$ cat src/rtl/piso_stream_pkg.sv
// piso_stream_pkg
// Shared types and helpers for the parallel-in/serial-out stream serialiser.
//   state_t : controller state (IDLE waiting for a word, SHIFT emitting bits)
//   cnt_w() : width of the bit counter needed to index WIDTH bits
package piso_stream_pkg;

  typedef enum logic {
    IDLE  = 1'b0,
    SHIFT = 1'b1
  } state_t;

  // Counter width for a word of 'width' bits. A 1-bit floor keeps the
  // counter declarable even for degenerate widths.
  function automatic int cnt_w(input int width);
    return (width < 2) ? 1 : $clog2(width);
  endfunction

endpackage

$ cat src/rtl/piso_stream_ser_shreg.sv
// piso_shreg
// Loadable shift register built from one flop plus a load/shift/hold mux per
// bit. Bits move toward the output end and the vacated end fills with zero.
// Ports:
//   clk    : rising-edge clock
//   rst    : synchronous active-high reset, clears every bit
//   load   : capture d in parallel (wins over shift)
//   shift  : advance one position toward the output end
//   d      : parallel word, WIDTH bits
//   q_out  : bit currently at the output end (bit WIDTH-1 if MSB_FIRST,
//            bit 0 otherwise)
module piso_shreg #(
  parameter int WIDTH     = 8,
  parameter int MSB_FIRST = 1
) (
  input  logic             clk,
  input  logic             rst,
  input  logic             load,
  input  logic             shift,
  input  logic [WIDTH-1:0] d,
  output logic             q_out
);

  logic [WIDTH-1:0] q;

  for (genvar i = 0; i < WIDTH; i++) begin : g_bit
    logic fill;
    logic nxt_bit;
    logic q_bit;

    // The neighbour feeding this bit on a shift sits one position further
    // from the output end; the far end has no neighbour and takes a zero.
    if (MSB_FIRST != 0) begin : g_msb
      if (i == 0) begin : g_edge
        assign fill = 1'b0;
      end else begin : g_mid
        assign fill = q[i-1];
      end
    end else begin : g_lsb
      if (i == WIDTH - 1) begin : g_edge
        assign fill = 1'b0;
      end else begin : g_mid
        assign fill = q[i+1];
      end
    end

    always_comb begin
      nxt_bit = q_bit;
      if (load) begin
        nxt_bit = d[i];
      end else if (shift) begin
        nxt_bit = fill;
      end
    end

    always_ff @(posedge clk) begin
      if (rst) begin
        q_bit <= 1'b0;
      end else begin
        q_bit <= nxt_bit;
      end
    end

    assign q[i] = q_bit;
  end

  assign q_out = (MSB_FIRST != 0) ? q[WIDTH-1] : q[0];

endmodule

$ cat src/rtl/piso_stream_ser.sv
// piso_stream_ser
// Parametrised parallel-in/serial-out serialiser with valid/ready on both
// sides. A WIDTH-bit word accepted on din is emitted one bit per serial beat,
// MSB-first or LSB-first. The next word can be taken on the last-bit beat so
// consecutive words stream with no idle cycle.
// Ports:
//   clk        : rising-edge clock
//   rst        : synchronous active-high reset (discards any word in flight)
//   din        : parallel word to serialise
//   din_valid  : producer offers din
//   din_ready  : word is taken this cycle (combinational)
//   sout       : current serial bit (0 while idle)
//   sout_valid : sout holds a valid bit
//   sout_ready : consumer takes sout this cycle
//   sout_last  : current bit is the final bit of its word
//   busy       : a word is in flight (same as sout_valid)
module piso_stream_ser
  import piso_stream_pkg::*;
#(
  parameter int WIDTH     = 8,
  parameter int MSB_FIRST = 1
) (
  input  logic             clk,
  input  logic             rst,
  input  logic [WIDTH-1:0] din,
  input  logic             din_valid,
  output logic             din_ready,
  output logic             sout,
  output logic             sout_valid,
  input  logic             sout_ready,
  output logic             sout_last,
  output logic             busy
);

  localparam int              CNT_W    = cnt_w(WIDTH);
  localparam logic [CNT_W-1:0] LAST_CNT = CNT_W'(WIDTH - 1);

  state_t           state_q;
  state_t           state_d;
  logic [CNT_W-1:0] cnt_q;
  logic [CNT_W-1:0] cnt_d;
  logic             shreg_bit;
  logic             accept;
  logic             beat;
  logic             load;
  logic             shift;

  assign sout_valid = (state_q == SHIFT);
  assign sout_last  = sout_valid && (cnt_q == LAST_CNT);
  assign busy       = sout_valid;

  // A new word fits either when idle or when the current word's last bit
  // leaves this very cycle, which is what removes the inter-word bubble.
  assign din_ready = (state_q == IDLE) || (sout_last && sout_ready);
  assign accept    = din_valid && din_ready;
  assign beat      = sout_valid && sout_ready;

  // A reload on the last beat replaces the shift, so the next word's first
  // bit lands at the output end directly.
  assign load  = accept;
  assign shift = beat && !accept;

  // Stale register contents must never leak out while idle.
  assign sout = sout_valid && shreg_bit;

  piso_shreg #(
    .WIDTH     (WIDTH),
    .MSB_FIRST (MSB_FIRST)
  ) u_shreg (
    .clk   (clk),
    .rst   (rst),
    .load  (load),
    .shift (shift),
    .d     (din),
    .q_out (shreg_bit)
  );

  always_ff @(posedge clk) begin
    if (rst) begin
      state_q <= IDLE;
      cnt_q   <= '0;
    end else begin
      state_q <= state_d;
      cnt_q   <= cnt_d;
    end
  end

  // The counter names the bit on sout; it restarts at zero whenever a word
  // is loaded or the stream goes idle, and never runs past LAST_CNT.
  always_comb begin
    state_d = state_q;
    cnt_d   = cnt_q;
    case (state_q)
      IDLE: begin
        if (accept) begin
          state_d = SHIFT;
          cnt_d   = '0;
        end
      end
      SHIFT: begin
        if (beat) begin
          if (sout_last) begin
            cnt_d = '0;
            if (!accept) begin
              state_d = IDLE;
            end
          end else begin
            cnt_d = cnt_q + CNT_W'(1);
          end
        end
      end
      default: begin
        state_d = IDLE;
        cnt_d   = '0;
      end
    endcase
  end

endmodule

$ cat config.mk
export PLATFORM = sky130hd
export DESIGN_NAME = piso_stream_ser
export DESIGN_NICKNAME = d
export VERILOG_FILES = /design/src/rtl/piso_stream_pkg.sv /design/src/rtl/piso_stream_ser_shreg.sv /design/src/rtl/piso_stream_ser.sv
export SDC_FILE = /design/constraint.sdc
export NUM_CORES = 1
export LEC_CHECK = 0
export ABC_CLOCK_PERIOD_IN_PS = 2600
export CORE_AREA = 2 2 39 41
export CTS_BUF_LIST = sky130_fd_sc_hd__clkbuf_4 sky130_fd_sc_hd__clkbuf_8
export DETAILED_ROUTE_END_ITERATION = 6
export DIE_AREA = 0 0 41 43
export DONT_BUFFER_PORTS = 1
export HOLD_SLACK_MARGIN = 0.12
export PLACE_DENSITY = 0.75
export SYNTH_ARGS = -nofsm -noshare
export SYNTH_HDL_FRONTEND = slang
export SYNTH_SLANG_ARGS = --single-unit
export TNS_END_PERCENT = 1
$ cat constraint.sdc
create_clock -name clk -period 2.6 [get_ports clk]
set_input_delay 0.26 -clock clk [delete_from_list [all_inputs] [get_ports clk]]
set_output_delay 0.26 -clock clk [all_outputs]
set_load 0.005 [all_outputs]
==> metrics.md, run 1 <==
| Metric | Value |
|---|---|
| ANT nets after route | 0 |
| Avg WL per Cell | 13.8 um |
| Post-Syn Nets | 85 |
| CTS tree | yes |
| Row count | 14 |
| WP data required | 2830 ps |
| R2r startpoint | cnt_q[0] |
| Num CTS Buffers | 3 |
| Layout fillers | 137 |
| Hold Fails Final Rpt | 0 |
| Share of layout cells above drive strength 1 | 18.7% |
| PD cells | 560 nW/um2 |
| Largest net degree at the start of global routing | 17 |
| DR vias | 519 |
| Final setup violation count | 0 |
| RePlAce Congestion | 0.679 |
| Fin nets | 90 |
| Synth cell types | 20 |
| Worst Skew | 1.72 ps |
| Dominant synthesized flop cell | dfxtp_1 |
| Antenna diodes | 0 |
| EDFF count, synth | 0 |
| RSZ-0062 raised after global routing | false |
| CTS Buffer Depth | 2 |
| Crit Path Max Fanout | 7 |
| Power Total | 428 uW |
| Setup crit end kind | flip-flop |
| Fmax | 0.492 GHz |
| Status | complete, no violations |
| # clock sinks | 12 |
| Synthesis-to-layout area growth | 10.5% |
| Area after DPL | 688 um2 |
| Worst Hold Launch | din_valid |
| Design area | 764 um2 |
| HP Class | primary input to flip-flop |
| Synth warnings | 0 |
| R2R Path End | u_shreg.g_bit[1].q_bit |
| Max-slew headroom | 61.2% |
| Worst path slowest cell | dlygate4sd3_1 |
| Pre-CTS setup slack | 1080 ps |
| Total gr overflow | 0 |
| First-pass GRT wire length | 2010 um |
| Total GRT Usage | 17.1% |
| Worst skew pair latency | 280 ps |
| H-tree depth | 1 |
| # hold bufs at CTS | 4 |
| DR DRC count | 0 |
| Vias in the first global route | 513 |
| Hold path endpoint | u_shreg.g_bit[0].q_bit |
| Sequential area share after synthesis | 34.7% |
| I/O Buffers | 0 |
| Io pins | 17 |
| Final Cycle Share | 78.2% |
| Max-Cap Viols | 0 |
| Post_cts resized | 0 |
| Clock slew at reported path FFs | 80 ps |
| Slew @ Worst Pin | 580 ps |
| Final min period | 2030 ps |
| Critical Path AT | 2270 ps |
| Core footprint | 1380 um2 |
| R2R cell count | 6 |
| Die H | 43 um |
| Setup Fix Bufs, Post-CTS | 0 |
| Worst path max stage delay | 580 ps |
| Placed insts | 83 |
| Initial core utilization | 50.0% |
| Max IR drop VDD | 0.000365 V |
| Final setup TNS | 0 ps |
| Avg Cell Area, Syn | 9.75 um2 |
| DRT iter0 DRCs | 7 |
| Commonest non-fill, non-tap cells in the layout | 18 x nor2_1, 12 x dfxtp_1, 9 x mux2i_1 |
| Startpoint Class | flip-flop |
| Post-synth ARST share | 0% |
| Final hold slack | 155 ps |
| WHS Path Cells | 2 |
| Final wirelength | 1260 um |
| Root Buffer Master | clkbuf_4 |
| Worst setup margin | 566 ps |
| Critical-path cell list | ha_1 -> ha_1 -> nand2_2 -> mux2i_1 -> a2111oi_2 -> dlygate4sd3_1 |
| Initial antenna violation count | 0 |
| R2R setup slack | 570 ps |
| Die area | 1760 um2 |
| Commonest non-fill, non-tap cell in the layout | nor2_1 |
| Yosys reg bits | 12 |
| Drt via density | 5.70 |
| Slew Viols, Final | 0 |
| Post-Layout Cell Count | 91 |
| Kind of critical path | flip-flop to flip-flop |
| Leak | 0.347 nW |
| Die X | 41 um |
| Most used cell, CP | ha_1 |
| DR pass1 iterations | 4 |
| Fin util | 55.2% |
| Post-Syn Instances | 71 |
| Mapped cell area | 692 um2 |
[Yosys cell counts (2+ instances only)]
cell	instances	area, um2
a22oi_1	2	15.0
nand2b_1	4	25.0
and2_1	2	12.5
mux2i_1	9	90.1
dfxtp_1	12	240
buf_4	2	15.0
nor2_1	18	67.6
a2111oi_2	7	105
or2b_1	3	22.5
ha_1	2	25.0
[logic make-up (layout without fill, tap and decap cells)]
family,after synthesis,after routing,share of synthesized area (%)
AO/OA/AOI/OAI,12,12,20.8
adder cells (fa/ha/maj),2,2,3.62
buffers and inverters,5,9,3.98
flip-flops,12,12,34.7
multiplexers,10,10,14.6
AND/OR/NAND/NOR,30,30,22.2
[area by class of cell]
type	count	area [um2]	area share, %
Multi-Input combinational cell	54	424	55.5
Sequential cell	12	240	31.4
Timing Repair Buffer	4	40.0	5.24
Clock buffer	4	36.3	4.75
Tap cell	16	20.0	2.62
Inverter	1	3.75	0.491
[state kept, by name, indices dropped and copies added (netlist names)]
signal               flops
u_shreg.g_bit.q_bit      7
u_shreg.q_out            1
busy                     1
cnt_q                    3
[routing by layer]
metal | global-route usage, % | vias to the layer above | part of all wire [%]
li1 | - | 262 | -
met1 | 18.7 | 241 | 42
met2 | 27.5 | 14 | 50
met5 | 0 | - | 0
met4 | 4.00 | 0 | 1.2
met3 | 9.42 | 2 | 6.8
[worst max-delay path by stage]
stage | start | to
floorplan | cnt_q[0] | u_shreg.g_bit[1].q_bit
global placement | cnt_q[0] | u_shreg.g_bit[4].q_bit
detailed placement | cnt_q[0] | u_shreg.g_bit[2].q_bit
finish | cnt_q[0] | u_shreg.g_bit[1].q_bit
global route | cnt_q[0] | u_shreg.g_bit[1].q_bit
CTS | cnt_q[0] | u_shreg.g_bit[1].q_bit
[where the power goes]
part           leakage [nW]  internal (mW)  switching (mW)  total [mW]
clock                0.0210         0.0854          0.0693       0.155
sequential           0.0991          0.197          0.0101       0.207
combinational         0.227         0.0338          0.0323      0.0661
[critical path: cells and delay by family (launching register included)]
kind | cells | cell delay, ps
adders and majority gates | 2 | 410
muxes | 1 | 120
buffers and inverters | 1 | 580
DFF | 1 | 330
AOI/OAI and AO/OA | 1 | 340
and+or+nand+nor | 1 | 200
(Power assumes the default switching activity.)
==> inputs of run 2 (changes only) <==
--- a/config.mk
+++ b/config.mk
@@ -5,14 +5,15 @@
 export SDC_FILE = /design/constraint.sdc
 export NUM_CORES = 1
 export LEC_CHECK = 0
-export ABC_CLOCK_PERIOD_IN_PS = 2600
+export ABC_AREA = 1
+export ABC_CLOCK_PERIOD_IN_PS = 2050
 export CORE_AREA = 2 2 39 41
 export CTS_BUF_LIST = sky130_fd_sc_hd__clkbuf_4 sky130_fd_sc_hd__clkbuf_8
 export DETAILED_ROUTE_END_ITERATION = 6
 export DIE_AREA = 0 0 41 43
 export DONT_BUFFER_PORTS = 1
 export HOLD_SLACK_MARGIN = 0.12
-export PLACE_DENSITY = 0.75
+export PLACE_DENSITY = 0.7
 export SYNTH_ARGS = -nofsm -noshare
 export SYNTH_HDL_FRONTEND = slang
 export SYNTH_SLANG_ARGS = --single-unit
==> constraint.sdc (replaced) <==
create_clock -name clk -period 2.05 [get_ports clk]
set_input_delay 0.205 -clock clk [delete_from_list [all_inputs] [get_ports clk]]
set_output_delay 0.205 -clock clk [all_outputs]
set_load 0.005 [all_outputs]
==> run 2 against run 1 <==
  * Sequential cell count is the same
  * Count of clock-buffer cells in the layout shrank 1
  * Clock skew grew 0.85 ps
  * Synthesized area shrank 8.7%
  * Worst hold slack lost 5.2 ps
  * Via count grew 4.2%
  * First-iteration DRC count grew 29%
  * Register-to-register slack gained 50 ps
  * Non-clock buffer count shrank 1
  * Die area is the same
  * Cell count grew 22%
  * Sequential share of layout area grew 4.7 points
  * Largest power group unchanged
==> metrics.md, run 2 <==
| Metric | Value |
|---|---|
| Die X | 41 um (unchanged) |
| Final Cycle Share | 71.8% |
| PD cells | 718 nW/um2 (was 560 nW/um2) |
| Post-Syn Instances | 94 (was 71) |
| Sw Pwr | 131 uW (was 112 uW) |
| Die H | 43 um (unchanged) |
| Final min period | 1470 ps |
| Synth cell types | 13 (was 20) |
| Max IR drop VDD | 0.000354 V (was 0.000365 V) |
| Flop pwr share | 54.5% (was 48.4%) |
| Clock slew at reported path FFs | 80 ps (about the same) |
| Io pins | 17 (unchanged) |
| Initial core utilization | 45.7% (was 50.0%) |
| Largest net degree at the start of global routing | 18 (was 17) |
| Max-slew headroom | 79.4% (was 61.2%) |
| Area fraction of the dominant cell type after synthesis | 38.0% (was 34.7%) |
| Worst Skew | 2.57 ps (was 1.72 ps) |
| CTS Buffer Depth | 2 (unchanged) |
| First-pass GRT wire length | 1910 um (was 2010 um) |
| Slew Viols, Final | 0 (unchanged) |
| Commonest non-fill, non-tap cells in the layout | 17 x nand2_1, 15 x nor2_1, 13 x inv_1 (was 18 x nor2_1, 12 x dfxtp_1, 9 x mux2i_1) |
| GRT met3 Usage | 3.66% (was 9.42%) |
| CTS tree | yes (unchanged) |
| Fin nets | 111 (was 90) |
| Final setup violation count | 0 (unchanged) |
| Commonest non-fill, non-tap cell in the layout | nand2_1 (was nor2_1) |
| Antenna diodes | 0 (unchanged) |
| Internal power | 346 uW (was 316 uW) |
| RSZ-0062 raised after global routing | false (unchanged) |
| Root Buffer Master | clkbuf_4 (unchanged) |
| Vias in the first global route | 489 (was 513) |
| Worst skew pair latency | 270 ps (was 280 ps) |
| DR pass1 iterations | 4 (unchanged) |
| Leak | 0.313 nW (was 0.347 nW) |
| DR vias | 541 (was 519) |
| Mux share of post-synthesis cell area | 0% (was 14.6%) |
| Post-DP HPWL | 825 um |
| Ranking of synthesized cells by area | dfxtp_1 38%, nand2_1 10%, a21oi_1 9.5% (was dfxtp_1 35%, a2111oi_2 15%, mux2i_1 13%) |
| Biggest registers after layout | u_shreg.g_bit.q_bit x7, cnt_q x3 (unchanged) |
| Sequential area share after synthesis | 38.0% (was 34.7%) |
| Post-synthesis compound-gate area fraction | 15.8% (was 20.8%) |
| Post-Syn Nets | 108 (was 85) |
| Post-synth ARST share | 0% (unchanged) |
| Total GRT Usage | 15.7% (was 17.1%) |
| Comb pwr share | 14.9% (was 15.4%) |
| Mapped cell area | 632 um2 (was 692 um2) |
| Hold Fails Final Rpt | 0 (unchanged) |
| Num CTS Buffers | 3 (unchanged) |
| ANT nets after route | 0 (unchanged) |
| H-tree depth | 1 (unchanged) |
| Pre-CTS setup slack | 621 ps (was 1080 ps) |
| Top-count cell post-synth | nand2_1 (was nor2_1) |
| Synth warnings | 0 (unchanged) |
| Power Total | 477 uW (was 428 uW) |
| # hold bufs at CTS | 3 (was 4) |
| Final wirelength | 1180 um (was 1260 um) |
| Core footprint | 1380 um2 (unchanged) |
| Total gr overflow | 0 (unchanged) |
| Dominant synthesized flop cell | dfxtp_1 (unchanged) |
| Clock power share | 30.6% (was 36.2%) |
| Row count | 14 (unchanged) |
| Largest family of logic cells by synthesized area | simple AND/OR/NAND/NOR gates (unchanged) |
| Status | complete, no violations (unchanged) |
| Startpoint Class | flip-flop (unchanged) |
| Critical Path AT | 1270 ps (was 2270 ps) |
| Largest register by flop count | u_shreg.g_bit.q_bit (unchanged) |
| Synth area leader | dfxtp_1 (unchanged) |
| Fmax | 0.679 GHz |
| DR DRC count | 0 (unchanged) |
| Placed insts | 105 (was 83) |
| HP Class | primary input to flip-flop (unchanged) |
| Slew @ Worst Pin | 308 ps (was 580 ps) |
| Synthesis-to-layout area growth | 5.15% (was 10.5%) |
| EDFF count, synth | 0 (unchanged) |
| Initial antenna violation count | 0 (unchanged) |
| WP data required | 1850 ps (was 2830 ps) |
| Setup crit end kind | primary output (was flip-flop) |
| DRT iter0 DRCs | 9 (was 7) |
| Drt via density | 4.87 (was 5.70) |
| Setup Fix Bufs, Post-CTS | 0 (unchanged) |
| Die area | 1760 um2 (unchanged) |
| # clock sinks | 12 (unchanged) |
| Synth Area in Simple Gates | 28.1% (was 22.2%) |
| Met2 Usage GRT | 25.3% (was 27.5%) |
| GRT Max-Usage Layer | met2 (unchanged) |
| Synthesized-area fraction occupied by adder cells | 3.96% (was 3.62%) |
| Yosys reg bits | 12 (unchanged) |
| GRT met1 Usage | 18.2% (was 18.7%) |
| Max reg flops | 7 (unchanged) |
| Kind of critical path | flip-flop to primary output (was flip-flop to flip-flop) |
| Synth Area in XOR/XNOR | 0% (unchanged) |
| Post_cts resized | 0 (unchanged) |
| Final setup TNS | 0 ps (unchanged) |
| RePlAce Congestion | 0.740 (was 0.679) |
| I/O Buffers | 0 (unchanged) |
| Share of layout cells above drive strength 1 | 5.26% (was 18.7%) |
| Commonest cells in the synthesized netlist | 17 x nand2_1, 15 x nor2_1, 13 x inv_1, 12 x a21oi_1, 12 x dfxtp_1 (was 18 x nor2_1, 12 x dfxtp_1, 9 x mux2i_1, 7 x a2111oi_2, 4 x nand2b_1) |
| Avg WL per Cell | 10.6 um (was 13.8 um) |
| Post-Layout Cell Count | 111 (was 91) |
| Crit Path Max Fanout | 17 (was 7) |
| Worst setup margin | 578 ps (was 566 ps) |
| Max-Cap Viols | 0 (unchanged) |
| Avg Cell Area, Syn | 6.72 um2 (was 9.75 um2) |
| Switching Fraction | 27.5% (was 26.1%) |
==> run 2: changes by cell type after synthesis, moves of 2 or more <==
cell,before,now
nor2_1,18,15
a2111oi_2,7,0
o21ai_0,0,8
or2b_1,3,0
mux2i_1,9,0
nand2_1,0,17
nand2b_1,4,0
and2_1,2,0
a21oi_1,1,12
inv_1,1,13
buf_6,0,2
nand3_1,0,8
a22oi_1,2,0
==> run 2: cell type report <==
cell class              instances  area (um2)
repair buffers                  3        30.0
well taps                      16        20.0
inverters                      13        48.8
fillers                       147         719
multi-input cells              64         303
flip-flops and latches         12         240
clock buffers                   3        22.5
==> run 2: metrics by stage <==
step                hold slack, ps  area (um2)  utilization (%)
global route                   148         664             48.0
detailed placement             277         612             44.2
finish                         150         664             48.0
CTS                            145         664             48.0
global placement               275         612             44.2
floorplan                      274         632                -
==> run 2: power by group through the flow <==
stage | Combinational (mW) | Clock, mW | Sequential, mW
2_1_floorplan | 0.0689 | 0 | 0.263
3_3_place_gp | 0.0643 | 0 | 0.266
6_report | 0.0712 | 0.146 | 0.260
3_5_place_dp | 0.0662 | 0 | 0.266
4_1_cts | 0.0724 | 0.152 | 0.260
5_1_grt | 0.0836 | 0.160 | 0.263
==> run 2: critical path, cell delays in order (launching register included) <==
cell and delay [ps]:
dfxtp_1 320, ha_1 200, ha_1 200, nand2_1 80, nand2_2 190
==> run 2: metal layers <==
| layer | vias up | share of wire, % |
|---|---|---|
| li1 | 299 | - |
| met1 | 231 | 48 |
| met2 | 9 | 47 |
| met3 | 2 | 4.6 |
| met4 | 0 | 0.77 |
| met5 | - | 0 |
==> run 2: logic make-up after synthesis <==
logic type,Yosys count
buf+inv,18
flops,12
compound gates,20
simple gates,42
fa+ha+maj,2
==> run 2: path summary, 6_finish.rpt <==
kind | end | startpoint | cells past startpoint | slack [ps]
worst max-delay path | din_ready | cnt_q[0] | 4 | 580
worst min-delay path | u_shreg.g_bit[2].q_bit | din_valid | 3 | 150
worst max register to register | u_shreg.g_bit[3].q_bit | cnt_q[0] | 8 | 620
worst min register to register | cnt_q[0] | cnt_q[0] | 1 | 460
